==> src/rtl/nx_stream_pkg.sv <==
// Shared definitions for the Nexus outbound message stream: message/beat widths,
// keep patterns and the control-flag position.
package nx_stream_pkg;

  localparam int         NX_MSG_WIDTH    = 32;
  localparam int         NX_BEAT_WIDTH   = 64;
  localparam logic [7:0] NX_KEEP_HALF    = 8'h0F;
  localparam logic [7:0] NX_KEEP_FULL    = 8'hFF;
  localparam int         NX_MSG_CTRL_BIT = 31;

  typedef logic [NX_MSG_WIDTH-1:0] nx_msg_t;

endpackage

==> src/rtl/nx_idle_timer.sv <==
// Saturating idle counter: counts enabled cycles up to FLUSH_CYCLES and flags expiry
// while it sits at that limit. Clear has priority over enable.
module nx_idle_timer
  import nx_stream_pkg::*;
#(
  parameter int FLUSH_CYCLES = 16
) (
  input  logic clk_i,
  input  logic rstn_i,
  input  logic clr_i,
  input  logic en_i,
  output logic expired_o
);

  localparam logic [7:0] LIMIT = 8'(FLUSH_CYCLES);

  logic [7:0] cnt_q;

  always_ff @(posedge clk_i or negedge rstn_i) begin
    if (!rstn_i) begin
      cnt_q <= '0;
    end else if (clr_i) begin
      cnt_q <= '0;
    end else if (en_i && (cnt_q != LIMIT)) begin
      cnt_q <= cnt_q + 8'd1;
    end
  end

  assign expired_o = (cnt_q == LIMIT);

endmodule

==> src/rtl/nx_axi_ob_packer.sv <==
// Packs 32-bit outbound messages pairwise into 64-bit AXI4-stream beats; lone words
// leave as half beats on idle timeout or control word. Optional stats: NX_AXI_OB_PACKER_STATS_EN.
//
// state (hold_valid, out_valid) | meaning
// EMPTY                         | no word held; next non-control word is held
// HELD                          | one word held; next accepted word completes a full beat
// (out_valid is orthogonal: a beat is waiting in the output register)
module nx_axi_ob_packer
  import nx_stream_pkg::*;
#(
  parameter int AXI4_DATA_WIDTH = 64,
  parameter int AXI4_STRB_WIDTH = AXI4_DATA_WIDTH / 8,
  parameter int AXI4_ID_WIDTH   = 1,
  parameter int FLUSH_CYCLES    = 16,
  parameter int MAX_PKT_BEATS   = 64
) (
  input  logic                       clk_i,
  input  logic                       rstn_i,
  input  logic [NX_MSG_WIDTH-1:0]    inbound_data_i,
  input  logic                       inbound_valid_i,
  output logic                       inbound_ready_o,
  output logic [AXI4_DATA_WIDTH-1:0] outbound_tdata_o,
  output logic [AXI4_STRB_WIDTH-1:0] outbound_tkeep_o,
  output logic [AXI4_STRB_WIDTH-1:0] outbound_tstrb_o,
  output logic [AXI4_ID_WIDTH-1:0]   outbound_tid_o,
  output logic                       outbound_tlast_o,
  output logic                       outbound_tvalid_o,
`ifdef NX_AXI_OB_PACKER_STATS_EN
  output logic [31:0]                stat_beats_o,
  output logic [31:0]                stat_flushes_o,
`endif
  input  logic                       outbound_tready_i
);

  nx_msg_t                  hold_q;
  logic                     hold_valid_q;
  logic [NX_BEAT_WIDTH-1:0] tdata_q;
  logic [7:0]               tkeep_q;
  logic                     tlast_q;
  logic                     out_valid_q;
  logic [15:0]              pkt_cnt_q;

  logic                     out_free;
  logic                     accept;
  logic                     in_ctrl;
  logic                     expired;
  logic                     flush;
  logic                     max_hit;
  logic                     load;
  logic [NX_BEAT_WIDTH-1:0] beat_data;
  logic [7:0]               beat_keep;
  logic                     beat_last;

  // tready feeds ready combinationally so a stalled beat and a new word can move together
  assign out_free        = !out_valid_q || outbound_tready_i;
  assign inbound_ready_o = out_free;
  assign accept          = inbound_valid_i && out_free;
  assign in_ctrl         = inbound_data_i[NX_MSG_CTRL_BIT];
  assign flush           = hold_valid_q && expired && !accept && out_free;
  assign max_hit         = (pkt_cnt_q == 16'(MAX_PKT_BEATS - 1));

  nx_idle_timer #(
    .FLUSH_CYCLES(FLUSH_CYCLES)
  ) u_idle_timer (
    .clk_i    (clk_i),
    .rstn_i   (rstn_i),
    .clr_i    (accept || !hold_valid_q),
    .en_i     (hold_valid_q && !accept),
    .expired_o(expired)
  );

  always_comb begin
    load      = 1'b0;
    beat_data = '0;
    beat_keep = NX_KEEP_HALF;
    beat_last = 1'b1;
    if (accept && hold_valid_q) begin
      load      = 1'b1;
      beat_data = {inbound_data_i, hold_q};
      beat_keep = NX_KEEP_FULL;
      beat_last = in_ctrl || max_hit;
    end else if (accept && in_ctrl) begin
      load      = 1'b1;
      beat_data = {{NX_MSG_WIDTH{1'b0}}, inbound_data_i};
    end else if (flush) begin
      load      = 1'b1;
      beat_data = {{NX_MSG_WIDTH{1'b0}}, hold_q};
    end
  end

  always_ff @(posedge clk_i or negedge rstn_i) begin
    if (!rstn_i) begin
      hold_q       <= '0;
      hold_valid_q <= 1'b0;
    end else if (accept) begin
      if (hold_valid_q) begin
        hold_valid_q <= 1'b0;
      end else if (!in_ctrl) begin
        hold_q       <= inbound_data_i;
        hold_valid_q <= 1'b1;
      end
    end else if (flush) begin
      hold_valid_q <= 1'b0;
    end
  end

  // Beats are numbered as they are loaded; with one beat in flight this matches handshake order
  always_ff @(posedge clk_i or negedge rstn_i) begin
    if (!rstn_i) begin
      tdata_q     <= '0;
      tkeep_q     <= '0;
      tlast_q     <= 1'b0;
      out_valid_q <= 1'b0;
      pkt_cnt_q   <= '0;
    end else if (load) begin
      tdata_q     <= beat_data;
      tkeep_q     <= beat_keep;
      tlast_q     <= beat_last;
      out_valid_q <= 1'b1;
      pkt_cnt_q   <= beat_last ? 16'd0 : pkt_cnt_q + 16'd1;
    end else if (out_free) begin
      out_valid_q <= 1'b0;
    end
  end

  assign outbound_tdata_o  = tdata_q;
  assign outbound_tkeep_o  = tkeep_q;
  assign outbound_tstrb_o  = tkeep_q;
  assign outbound_tlast_o  = tlast_q;
  assign outbound_tvalid_o = out_valid_q;
  assign outbound_tid_o    = '0;

`ifdef NX_AXI_OB_PACKER_STATS_EN
  logic [31:0] stat_beats_q;
  logic [31:0] stat_flushes_q;

  always_ff @(posedge clk_i or negedge rstn_i) begin
    if (!rstn_i) begin
      stat_beats_q   <= '0;
      stat_flushes_q <= '0;
    end else begin
      if (out_valid_q && outbound_tready_i) stat_beats_q <= stat_beats_q + 32'd1;
      if (flush) stat_flushes_q <= stat_flushes_q + 32'd1;
    end
  end

  assign stat_beats_o   = stat_beats_q;
  assign stat_flushes_o = stat_flushes_q;
`endif

endmodule

==> config.mk <==
export PLATFORM = sky130hd
export DESIGN_NAME = nx_axi_ob_packer
export DESIGN_NICKNAME = d
export VERILOG_FILES = /design/src/rtl/nx_stream_pkg.sv /design/src/rtl/nx_idle_timer.sv /design/src/rtl/nx_axi_ob_packer.sv
export SDC_FILE = /design/constraint.sdc
export NUM_CORES = 1
export LEC_CHECK = 0
export CORE_MARGIN = 1
export CORE_UTILIZATION = 30
export DETAILED_ROUTE_END_ITERATION = 10
export PLACE_DENSITY_LB_ADDON = 0.08
export SLEW_MARGIN = 20
export SYNTH_ARGS = -nofsm -noshare
export SYNTH_HDL_FRONTEND = slang
export SYNTH_SLANG_ARGS = --single-unit
==> constraint.sdc <==
create_clock -name clk_i -period 3.1 [get_ports clk_i]
set_clock_uncertainty 0.15 [all_clocks]
set_input_delay 0.62 -clock clk_i [delete_from_list [all_inputs] [get_ports clk_i]]
set_output_delay 0.62 -clock clk_i [all_outputs]
set_load 0.05 [all_outputs]
# Word-level counts from Yosys, hierarchy flattened

Index checks and enable logic that the tools add are counted.
Widths: inputs -> output; s select.

Add/sub/neg operators: 2
Eq/ne operators: 3
Multiplexer cells: 17
Bitwise operators: 2
Reductions and logical operators: 18

Operator list:

| cell                  | number |
|---|---|
| $mux 64               | 1 |
| $mux 32               | 1 |
| $mux 31               | 1 |
| $mux 8                | 3 |
| $add 16x1->16 const B | 1 |
| $eq 16x6->1 const B   | 1 |
| $mux 16               | 1 |
| $mux 1                | 10 |
| $add 8x1->8 const B   | 1 |
| $eq 8x5->1 const B    | 1 |
| $logic_and 1x1->1     | 8 |
| $ne 8x5->1 const B    | 1 |
| $reduce_bool 2->1     | 3 |
| $logic_not 1->1       | 3 |
| $logic_or 1x1->1      | 3 |
| $reduce_and 3->1      | 1 |
| $not 1->1             | 2 |

Flip-flop bits (word level): 130
Input bits: 36
Output and inout bits: 84
Word-level logic and storage cells: 50

# Depth between registers and ports, before layout

Gate-level depths: netlist of the first run.

Depth after elaboration: 10
Depth in mapped cells: 9
Depth with buffers taken out: 6

# Modules after synthesis

A second synthesis of the first run with hierarchy kept.

Cell total of the unflattened synthesis: 469
Area, all modules: 5387.7 µm²

Modules (own cells, without submodules):

| module           | times used | cells each | area an instance (µm²) | sequential area each (µm²) |
|---|---|---|---|---|
| nx_axi_ob_packer | 1          | 421        | 4929.7                 | 2902.8 |
| nx_idle_timer    | 1          | 48         | 457.9                  | 200.2 |

# Worst setup path before layout of the first run

Ideal clock, no wire load.

Path type: register to register
Start: reg out_valid_q, in the netlist outbound_tvalid_o
End: reg hold_q[7]
Setup time: 0.128 ns
Arrival: 2.055 ns
Required time: 2.822 ns
Path slack: 0.767 ns
Stages on the path, launching flop included: 8
Buffers on the path: 2
Clock period less this slack: 2.333 ns
Cells stage by stage: dfrtp_1 nor2b_1 inv_2 nand2_1 or3_1 clkbuf_1 buf_2 mux2_1

Word-level cells in the longest chain between the ends: 4

RTL lines:

| item                              | line                    | RTL |
|---|---|---|
| from (decl)                       | nx_axi_ob_packer.sv:40  | `logic out_valid_q;` |
| from (signal assigned)            | nx_axi_ob_packer.sv:113 | `out_valid_q <= 1'b0;` |
| from (signal assigned)            | nx_axi_ob_packer.sv:119 | `out_valid_q <= 1'b1;` |
| from (signal assigned)            | nx_axi_ob_packer.sv:122 | `out_valid_q <= 1'b0;` |
| $logic_not 1->1                   | nx_axi_ob_packer.sv:55  | `assign out_free = !out_valid_q \|\| outbound_tready_i;` |
| $logic_or 1x1->1                  | nx_axi_ob_packer.sv:55  |  |
| named net inbound_ready_o         | nx_axi_ob_packer.sv:21  | `output logic inbound_ready_o,` |
| $logic_and 1x1->1                 | nx_axi_ob_packer.sv:57  | `assign accept = inbound_valid_i && out_free;` |
| $reduce_and 3->1 (no source line) | --                      |  |
| to (signal assigned)              | nx_axi_ob_packer.sv:99  | `hold_q <= inbound_data_i;` |
| to (decl)                         | nx_axi_ob_packer.sv:35  | `nx_msg_t hold_q;` |

The timed path passes the listed nets, and every way through them passes these cells.
A chain may end at the register's enable or synchronous reset.

==> metrics.md, run 1 <==
| Metric | Value |
|---|---|
| Clk_lat worst skew | `0.41 ns` |
| Final Wtd Congestion | `0.8006` |
| Peak supply drop | `0.0003850 V` |
| Worst-path cell chain | `clkdlybuf4s50_1` |
| Most common cell after layout, fill and taps aside | `dfrtp_1` |
| GR Overflow Total | `0` |
| Cells after Synth | `466` |
| Register area share after synthesis | `0.5641` |
| WP data arrival | `1.79 ns` |
| Vias in the first global route | `4241` |
| Core box area | `0.01796 sq mm` |
| CP max-delay cell | `clkdlybuf4s50_1` |
| Ys async rst share | `1.000` |
| Core Rows | `49` |
| Max Cap Violations | `0` |
| Htree depth | `4` |
| Worst Hold Class | `input port to asynchronous set/reset pin` |
| Initial Util | `0.3062` |
| Status | `completed` |
| Area growth syn-to-layout | `35.33%` |
| CTS max path bufs | `2` |
| Layout filler cell count | `1706` |
| Post-DR vias/cell | `5.026` |
| Die Height | `137.4 um` |
| Top sig layer | `met4` |
| Max Freq | `390.0 MHz` |
| Reg power frac | `0.348` |
| Syn Area/Cell | `11.80 sq um` |
| Final slew viol count | `0` |
| Largest net degree at the start of global routing | `61` |
| Dominant cells by area after synthesis | `dfrtp_1 56%, o21ai_0 6.3%, mux2_2 6.1%` |
| Max_slew headroom | `0.5843` |
| Routed wl met3 | `653 um` |
| Static Leak | `3.288 nW` |
| Critical path required time | `2.33 ns` |
| DR DRC count | `0` |
| Period minus WS final | `2.564 ns` |
| Final setup violation count | `0` |
| CP delay by family, top | `buffers and inverters` |
| Util after Layout | `0.4144` |
| TritonCTS Sinks | `124` |
| Root Driver | `clkbuf_16` |
| Max stage delay on crit path | `0.87 ns` |
| Post-synth top flop | `dfrtp_1` |
| Average wire per standard cell | `17.50 um` |
| Adder-Cell Fraction of Synth Area | `0.006824` |
| Crit Path Class | `flip-flop to output port` |
| Synth Area in Simple Gates | `0.09076` |
| Yosys cell types | `46` |
| Hold buffer count at CTS | `0` |
| Tot Pwr | `6.357 mW` |
| Post-Route Setup TNS | `0 ns` |
| Largest family of logic cells by synthesized area | `compound AO/OA/AOI/OAI gates` |
| First-pass GRT wire length | `23310 um` |
| Synthesized area | `0.005500 sq mm` |
| Total vias in the final route | `4081` |
| Die X | `137.4 um` |
| CTS tree | `done` |
| XOR/XNOR Fraction of Synth Area | `0.01274` |
| Layout cells sized above 1 | `0.1492` |
| Metal2 WL | `6615 um` |
| Initial antenna violation count | `0` |
| Met1 wire length | `6724 um` |
| Clock power share | `0.306` |
| FF/Latch Area | `0.003103 sq mm` |
| I/O Buffers | `118` |
| Compound-Gate Fraction of Synth Area | `0.1501` |
| Clock slew at reported path FFs | `0.06 ns` |
| 1st-iter DRT viols | `209` |
| Total track usage | `0.1656` |
| Final-report hold violation count | `0` |
| First-pass iteration count of the detailed router | `4` |
| Setup crit start kind | `flip-flop` |
| Top Ports | `120` |
| EDFF count, synth | `0` |
| Syn nets | `505` |
| Mux cell area share after synthesis | `0.1217` |
| Critical Path Fanout Max | `11` |
| CP endpoint kind | `output port` |
| Total Wirelength | `14210 um` |
| Slew @ Worst Pin | `0.6213 ns` |
| Post-cts sizing count | `0` |
| Multi-input gate area | `0.002130 sq mm` |
| CP bufs+invs | `1` |
| Post-DRT Antenna Nets | `0` |
| Cell Int Power | `3.973 mW` |
| Cts bufs inserted | `17` |
| FF+latch count, synth | `124` |
| Number of synthesis warnings | `0` |
| Post-synth top area cell | `dfrtp_1` |
| PwrDens | `854.0 mW/mm^2` |
| Postcts setup bufs | `0` |
| RSZ-0062 raised after global routing | `no` |
| Most frequent cells in the layout | `124 x dfrtp_1, 116 x clkdlybuf4s50_1, 69 x o21ai_0` |
| Comb pwr share | `0.346` |
| Die area | `0.01888 sq mm` |
| Switching Share | `0.3750` |
| Final layout net count | `609` |
| Ant diodes | `0` |
| Final period util | `0.8271` |
| Dpl hpwl | `9058 um` |
| Post-synth top area share | `0.5641` |
| Psw | `2.384 mW` |
==> per-stage QoR <==
| stage | setup slack (ns) | hold slack, ns | cells | cell area [sq um] |
|---|---|---|---|---|
| CTS | 0.4953 | 0.05774 | 812 | 7443 |
| floorplan | 0.7671 | 0.1744 | 466 | 5500 |
| detailed placement | 0.3316 | 0.3352 | 780 | 6868 |
| global route | 0.4391 | 0.06731 | 812 | 7443 |
| finish | 0.5359 | 0.04003 | 812 | 7443 |
| global placement | 0.3316 | 0.3247 | 780 | 6868 |
==> sequential cells by signal, indices dropped and copies added, names as in the netlist <==
register and flops:
outbound_tvalid_o 1, u_idle_timer.cnt_q 8, hold_q 31, outbound_tlast_o 1, pkt_cnt_q 16, hold_valid_q 1
outbound_tkeep_o 2, outbound_tdata_o 64
==> power by group through the flow <==
stage	Sequential, mW	Clock [mW]	Combinational [mW]
after floorplan	3.06	0	0.599
after global placement	2.23	0	2.21
after detailed placement	2.23	0	2.22
after CTS	2.22	1.99	2.23
after global routing	2.27	2.08	2.33
final	2.21	1.94	2.20
==> area by class of cell <==
type                            count  area share
Inverter                            4    0.002017
Sequential cell                   124      0.4169
Tap cell                          229     0.03849
Multi-Input combinational cell    289      0.2861
Clock buffer                       18     0.05766
Timing Repair Buffer              134      0.1792
Clock inverter                     14     0.01967
==> path summary, 6_finish.rpt <==
path,depth (start not counted),slack (ns),startpoint,to
max,1,0.54,outbound_tkeep_o[6]$_DFFE_PN0P_,outbound_tstrb_o[4]
min,1,0.04,rstn_i,u_idle_timer.cnt_q[0]$_DFFE_PN0P_
max reg2reg,7,0.65,u_idle_timer.cnt_q[0]$_DFFE_PN0P_,pkt_cnt_q[8]$_DFFE_PN0P_
min reg2reg,2,0.35,outbound_tdata_o[19]$_DFFE_PN0P_,outbound_tdata_o[19]$_DFFE_PN0P_
max in group asynchronous,2,1.99,rstn_i,outbound_tdata_o[62]$_DFFE_PN0P_
min in group clk_i,2,0.35,outbound_tdata_o[19]$_DFFE_PN0P_,outbound_tdata_o[19]$_DFFE_PN0P_
==> routing by layer <==
layer,global-route usage,vias to the layer above
met5,0,-
li1,-,1919
met1,0.2214,2056
met4,0.06593,0
met3,0.04268,14
met2,0.2543,92
==> cells in the mapped netlist (5+ instances only) <==
library cell / n
buf_2: 11
nand4_1: 8
a31oi_1: 13
xor2_1: 5
nor2_1: 13
nand3_1: 18
a22o_1: 35
clkbuf_1: 19
nand2_1: 9
mux2_2: 30
o21ai_0: 69
dfrtp_1: 124
buf_4: 15
and3_1: 9
mux2i_1: 32
==> cell families after synthesis <==
kind of cell | count (synthesis)
adder cells (fa/ha/maj) | 3
AND/OR/NAND/NOR | 84
other | 1
XOR/XNOR | 8
flip-flops | 124
multiplexers | 63
AO/OA/AOI/OAI | 130
buffers and inverters | 53
(Power assumes the default switching activity.)
==> inputs of run 2 (changes only) <==
==> constraint.sdc (replaced) <==
create_clock -name clk_i -period 2.1 [get_ports clk_i]
set_clock_uncertainty 0.15 [all_clocks]
set_input_delay 0.42 -clock clk_i [delete_from_list [all_inputs] [get_ports clk_i]]
set_output_delay 0.42 -clock clk_i [all_outputs]
set_load 0.05 [all_outputs]
==> metrics.md, run 2 (synthesis gave the netlist of run 1 again) <==
| Metric | Value |
|---|---|
| Critical path required time | `2.25 ns` |
| 1st-iter DRT viols | `196` |
| Total Wirelength | `14410 um` |
| Max_slew headroom | `0.6532` |
| Die Height | `137.4 um` |
| Layout cells sized above 1 | `0.2273` |
| Cts bufs inserted | `17` |
| First-pass iteration count of the detailed router | `5` |
| First-pass GRT wire length | `23290 um` |
| Die X | `137.4 um` |
| Worst-path cell chain | `inv_1, ha_1, nor4b_4, a31oi_4, or2_4, clkbuf_16, a22o_1` |
| Inst Count DP | `789` |
| Max Freq | `489.8 MHz` |
| Worst Hold Class | `input port to asynchronous set/reset pin` |
| Slew @ Worst Pin | `0.5222 ns` |
| Max stage delay on crit path | `0.38 ns` |
| Static Leak | `3.597 nW` |
| Htree depth | `4` |
| Setup crit start kind | `flip-flop` |
| Area growth syn-to-layout | `37.12%` |
| Status | `completed` |
| Clock slew at reported path FFs | `0.06 ns` |
| WP data arrival | `2.19 ns` |
| Tot Pwr | `9.480 mW` |
| Root Driver | `clkbuf_16` |
| Period minus WS final | `2.042 ns` |
| Initial antenna violation count | `0` |
| Average wire per standard cell | `17.51 um` |
| Peak supply drop | `0.0007664 V` |
| Design Area, Final | `0.007542 sq mm` |
| CP delay by family, top | `simple AND/OR/NAND/NOR gates` |
| Post-DR vias/cell | `5.101` |
| Clock power share | `0.332` |
| Reg power frac | `0.344` |
| Max Cap Violations | `0` |
| TritonCTS Sinks | `124` |
| Crit Path Class | `flip-flop to flip-flop` |
| Ant diodes | `0` |
| Final Non-Filler Cells | `823` |
| Initial Util | `0.3062` |
| Most common cell after layout, fill and taps aside | `dfrtp_1` |
| Final slew viol count | `0` |
| Final setup violation count | `0` |
| Most frequent cells in the layout | `123 x dfrtp_1, 65 x o21ai_0, 52 x buf_4` |
| Final-report hold violation count | `0` |
| RR Startpoint | `u_idle_timer.cnt_q[0]$_DFFE_PN0P_` |
| Largest net degree at the start of global routing | `65` |
| Clk_lat worst skew | `0.41 ns` |
| DR DRC count | `0` |
| Psw | `3.474 mW` |
| Max reg flops | `64` |
| Placed instance area | `0.006922 sq mm` |
| Cell Int Power | `6.006 mW` |
| Final layout net count | `620` |
| CP max-delay cell | `dfrtp_1` |
| Comb pwr share | `0.324` |
| Core Rows | `49` |
| CP endpoint kind | `flip-flop` |
| Dpl hpwl | `8998 um` |
| Core box area | `0.01796 sq mm` |
| CTS tree | `done` |
| GR Overflow Total | `0` |
| RSZ-0062 raised after global routing | `yes` |
| Critical Path Fanout Max | `22` |
| CTS max path bufs | `2` |
| Post-DRT Antenna Nets | `0` |
| I/O Buffers | `118` |
| Top Ports | `120` |
| Switching Share | `0.3665` |
| CP bufs+invs | `2` |
| Total track usage | `0.1640` |
| Final period util | `0.9722` |
| Final Wtd Congestion | `0.7949` |
| Total vias in the final route | `4198` |
| Vias in the first global route | `4338` |
| Die area | `0.01888 sq mm` |
| Crit. Startpoint | `u_idle_timer.cnt_q[0]$_DFFE_PN0P_` |
| PwrDens | `1257 mW/mm^2` |
run 2: final timing paths:
kind / cells after the start / to / slack (ns)
min in group clk_i: 1 / outbound_tdata_o[58]$_DFFE_PN0P_ / 0.35
hold reg to reg: 1 / outbound_tdata_o[58]$_DFFE_PN0P_ / 0.35
setup reg to reg: 7 / outbound_tdata_o[33]$_DFFE_PN0P_ / 0.06
setup / recovery: 7 / outbound_tdata_o[33]$_DFFE_PN0P_ / 0.06
hold / removal: 2 / outbound_tdata_o[22]$_DFFE_PN0P_ / 0.30
max in group asynchronous: 3 / u_idle_timer.cnt_q[1]$_DFFE_PN0P_ / 0.85
run 2: per-stage QoR:
stage | TNS, ns | hold WS, ns | util | setup slack (ns)
after global routing | -0.8302 | 0.2966 | 0.4199 | -0.04149
after floorplan | 0 | -0.02559 | - | 0.005149
after global placement | -20.43 | 0.1787 | 0.3853 | -0.2528
after CTS | 0 | 0.2955 | 0.4178 | 0.006863
after detailed placement | -21.85 | 0.1831 | 0.3853 | -0.2664
final | 0 | 0.2968 | 0.4199 | 0.05843
run 2: layout make-up:
class	count	area [sq um]
repair buffers	145	1355
flip-flops and latches	124	3104
fillers	1698	10420
well taps	229	286.5
clock buffers	20	466.7
multi-input cells	289	2143
clock inverters	12	166.4
inverters	4	20.02
run 2: timing repair:
| action | CTS | global route |
|---|---|---|
| buffers inserted | 0 | 0 |
| hold buffers | 1 | 0 |
| endpoints found under the setup margin | 73 | 36 |
| pin swaps | 0 | 2 |
| endpoints found under the hold margin | 17 | 0 |
| gates resized for setup | 50 | 7 |
| gates cloned | 0 | 1 |
run 2: per-layer routing:
| layer | vias up | GRT usage | wire [um] |
|---|---|---|---|
| met3 | 24 | 0.05077 | 722 |
| met5 | - | 0 | 0 |
| met1 | 2086 | 0.2160 | 6769 |
| li1 | 1955 | - | - |
| met4 | 0 | 0.05495 | 280 |
| met2 | 133 | 0.2543 | 6640 |
run 2: power by group through the flow:
| stage | Clock [mW] | Combinational, mW | Sequential, mW |
|---|---|---|---|
| 2_1_floorplan | 0 | 0.889 | 4.51 |
| 3_3_place_gp | 0 | 3.24 | 3.30 |
| 3_5_place_dp | 0 | 3.27 | 3.31 |
| 4_1_cts | 3.23 | 3.10 | 3.27 |
| 5_1_grt | 3.35 | 3.28 | 3.34 |
| 6_report | 3.15 | 3.07 | 3.26 |
==> inputs of run 3 (changes only) <==
--- a/config.mk
+++ b/config.mk
@@ -9,6 +9,7 @@
 export CORE_UTILIZATION = 30
 export DETAILED_ROUTE_END_ITERATION = 10
 export PLACE_DENSITY_LB_ADDON = 0.08
+export SETUP_SLACK_MARGIN = 0.15
 export SLEW_MARGIN = 20
 export SYNTH_ARGS = -nofsm -noshare
 export SYNTH_HDL_FRONTEND = slang
==> metrics.md, run 3 (synthesis gave the netlist of run 1 again) <==
| Metric | Value |
|---|---|
| Vias in the first global route | `4196` |
| Hold path cells | `3` |
| Die area | `0.01888 sq mm` |
| Final period util | `0.9719` |
| Total Wirelength | `14850 um` |
| Routed wl met3 | `662 um` |
| Core box area | `0.01796 sq mm` |
| 1st-iter DRT viols | `259` |
| Peak supply drop | `0.0006111 V` |
| Average wire per standard cell | `17.62 um` |
| WP data arrival | `2.19 ns` |
| Worst min-delay path startpoint | `inbound_valid_i` |
| Max stage delay on crit path | `0.38 ns` |
| Hold Path End | `outbound_tkeep_o[6]$_DFFE_PN0P_` |
| Final slew viol count | `0` |
| Max Cap Violations | `0` |
| Initial antenna violation count | `0` |
| Final layout net count | `644` |
| PwrDens | `1183 mW/mm^2` |
| Worst Hold Class | `input port to flip-flop` |
| Layout cells sized above 1 | `0.3013` |
| Core Rows | `49` |
| Critical path required time | `2.25 ns` |
| Post-DR vias/cell | `5.059` |
| DR DRC count | `0` |
| RSZ-0062 raised after global routing | `yes` |
| Setup crit start kind | `flip-flop` |
| Post-DRT Antenna Nets | `0` |
| Total vias in the final route | `4265` |
| Clock slew at reported path FFs | `0.05 ns` |
| Status | `completed` |
| Most common cell after layout, fill and taps aside | `dfrtp_1` |
| Max_slew headroom | `0.6474` |
| Die Height | `137.4 um` |
| Most frequent cells in the layout | `122 x dfrtp_1, 67 x buf_4, 46 x dlygate4sd2_1` |
| Die X | `137.4 um` |
| Dpl hpwl | `9280 um` |
| R2R setup slack | `0.06 ns` |
| Period minus WS final | `2.041 ns` |
| CP endpoint kind | `flip-flop` |
| Clock power share | `0.286` |
| Slew @ Worst Pin | `0.5289 ns` |
| CTS max path bufs | `2` |
| GR Overflow Total | `0` |
| R2r worst-path depth | `8` |
| RR Startpoint | `u_idle_timer.cnt_q[1]$_DFFE_PN0P_` |
| Final Non-Filler Cells | `843` |
| Initial Util | `0.3062` |
| Top sig layer | `met4` |
| I/O Buffers | `118` |
| Largest net degree at the start of global routing | `86` |
| CTS tree | `done` |
| Total track usage | `0.1662` |
| Psw | `3.543 mW` |
| Comb pwr share | `0.361` |
| Root Driver | `clkbuf_16` |
| Cts bufs inserted | `17` |
| Cell Int Power | `5.729 mW` |
| Switching Share | `0.3822` |
| Static Leak | `3.739 nW` |
| Htree depth | `4` |
| TritonCTS Sinks | `124` |
| Worst-path cell chain | `inv_2, ha_4, nor4b_4, buf_4, a31oi_4, or2_4, buf_6, a221o_1` |
| Tot Pwr | `9.272 mW` |
| Ant diodes | `0` |
| Final-report hold violation count | `0` |
| Max Freq | `490.0 MHz` |
| Max reg flops | `64` |
| Crit Path Class | `flip-flop to flip-flop` |
| Met1 wire length | `7000 um` |
| First-pass GRT wire length | `23350 um` |
| Clk_lat worst skew | `0.42 ns` |
| Final setup violation count | `0` |
| Worst reg2reg endpoint | `pkt_cnt_q[12]$_DFFE_PN0P_` |
| Reg power frac | `0.352` |
| Area growth syn-to-layout | `42.54%` |
| Final Wtd Congestion | `0.8984` |
| Inst Count DP | `800` |
| Top Ports | `120` |
| First-pass iteration count of the detailed router | `4` |
| Crit. Startpoint | `u_idle_timer.cnt_q[1]$_DFFE_PN0P_` |
| Critical Path Fanout Max | `6` |
| CP max-delay cell | `dfrtp_1` |
| Metal2 WL | `6977 um` |
## run 3: worst max path at each step
stage | to | slack [ns] | depth (start not counted)
after detailed placement | outbound_tdata_o[10]$_DFFE_PN0P_ | -0.33 | 8
final | pkt_cnt_q[12]$_DFFE_PN0P_ | 0.06 | 8
after global routing | outbound_tdata_o[35]$_DFFE_PN0P_ | -0.03 | 9
after global placement | outbound_tdata_o[12]$_DFFE_PN0P_ | -0.31 | 8
after CTS | pkt_cnt_q[10]$_DFFE_PN0P_ | 0.02 | 8
after floorplan | outbound_tdata_o[57]$_DFFE_PN0P_ | 0.007 | 9
## run 3: what timing repair did
action | CTS | global route
setup buffers | 4 | 4
endpoints found under the setup margin | 123 | 114
hold buffers | 1 | 0
cloned | 3 | 3
pin swaps | 19 | 18
gates resized for setup | 87 | 76
hold endpoints to repair | 124 | 0
## run 3: stage by stage
| stage | setup TNS, ns | hold WS [ns] | setup slack [ns] | area [sq um] | utilization |
|---|---|---|---|---|---|
| after floorplan | 0 | -0.02559 | 0.006572 | 5547 | - |
| after global placement | -28.19 | 0.3246 | -0.3118 | 6947 | 0.3867 |
| after detailed placement | -29.80 | 0.3340 | -0.3277 | 6947 | 0.3867 |
| after CTS | 0 | 0.3457 | 0.01897 | 7604 | 0.4233 |
| after global routing | -0.1859 | 0.3228 | -0.02966 | 7840 | 0.4364 |
| final | 0 | 0.2980 | 0.05902 | 7840 | 0.4364 |
## run 3: area by class of cell
| class | count | area (sq um) |
|---|---|---|
| multi-input combinational | 289 | 2255 |
| fill | 1717 | 10120 |
| tap | 229 | 286.5 |
| timing repair buffer | 169 | 1652 |
| inverter | 4 | 20.02 |
| clock buffer | 21 | 450.4 |
| clock inverter | 7 | 71.32 |
| sequential | 124 | 3105 |
## run 3: power by group through the flow
stage          combinational (mW)  clock, mW  sequential (mW)
6_report                     3.35       2.66             3.27
5_1_grt                      3.55       2.82             3.35
4_1_cts                      3.23       2.73             3.27
3_5_place_dp                 3.27          0             3.29
3_3_place_gp                 3.24          0             3.29
2_1_floorplan               0.899          0             4.51
## run 3: critical path, delay by kind of cell, from the launching register on
| family | cells | cell delay, ns |
|---|---|---|
| flops | 1 | 0.38 |
| compound gates | 2 | 0.42 |
| simple gates | 2 | 0.47 |
| fa+ha+maj | 1 | 0.12 |
| buf+inv | 3 | 0.39 |
## run 3: routing by layer
layer	track usage	vias up
met5	0	-
met4	0.06288	0
met3	0.04452	14
met2	0.2479	102
met1	0.2287	2147
li1	-	2002
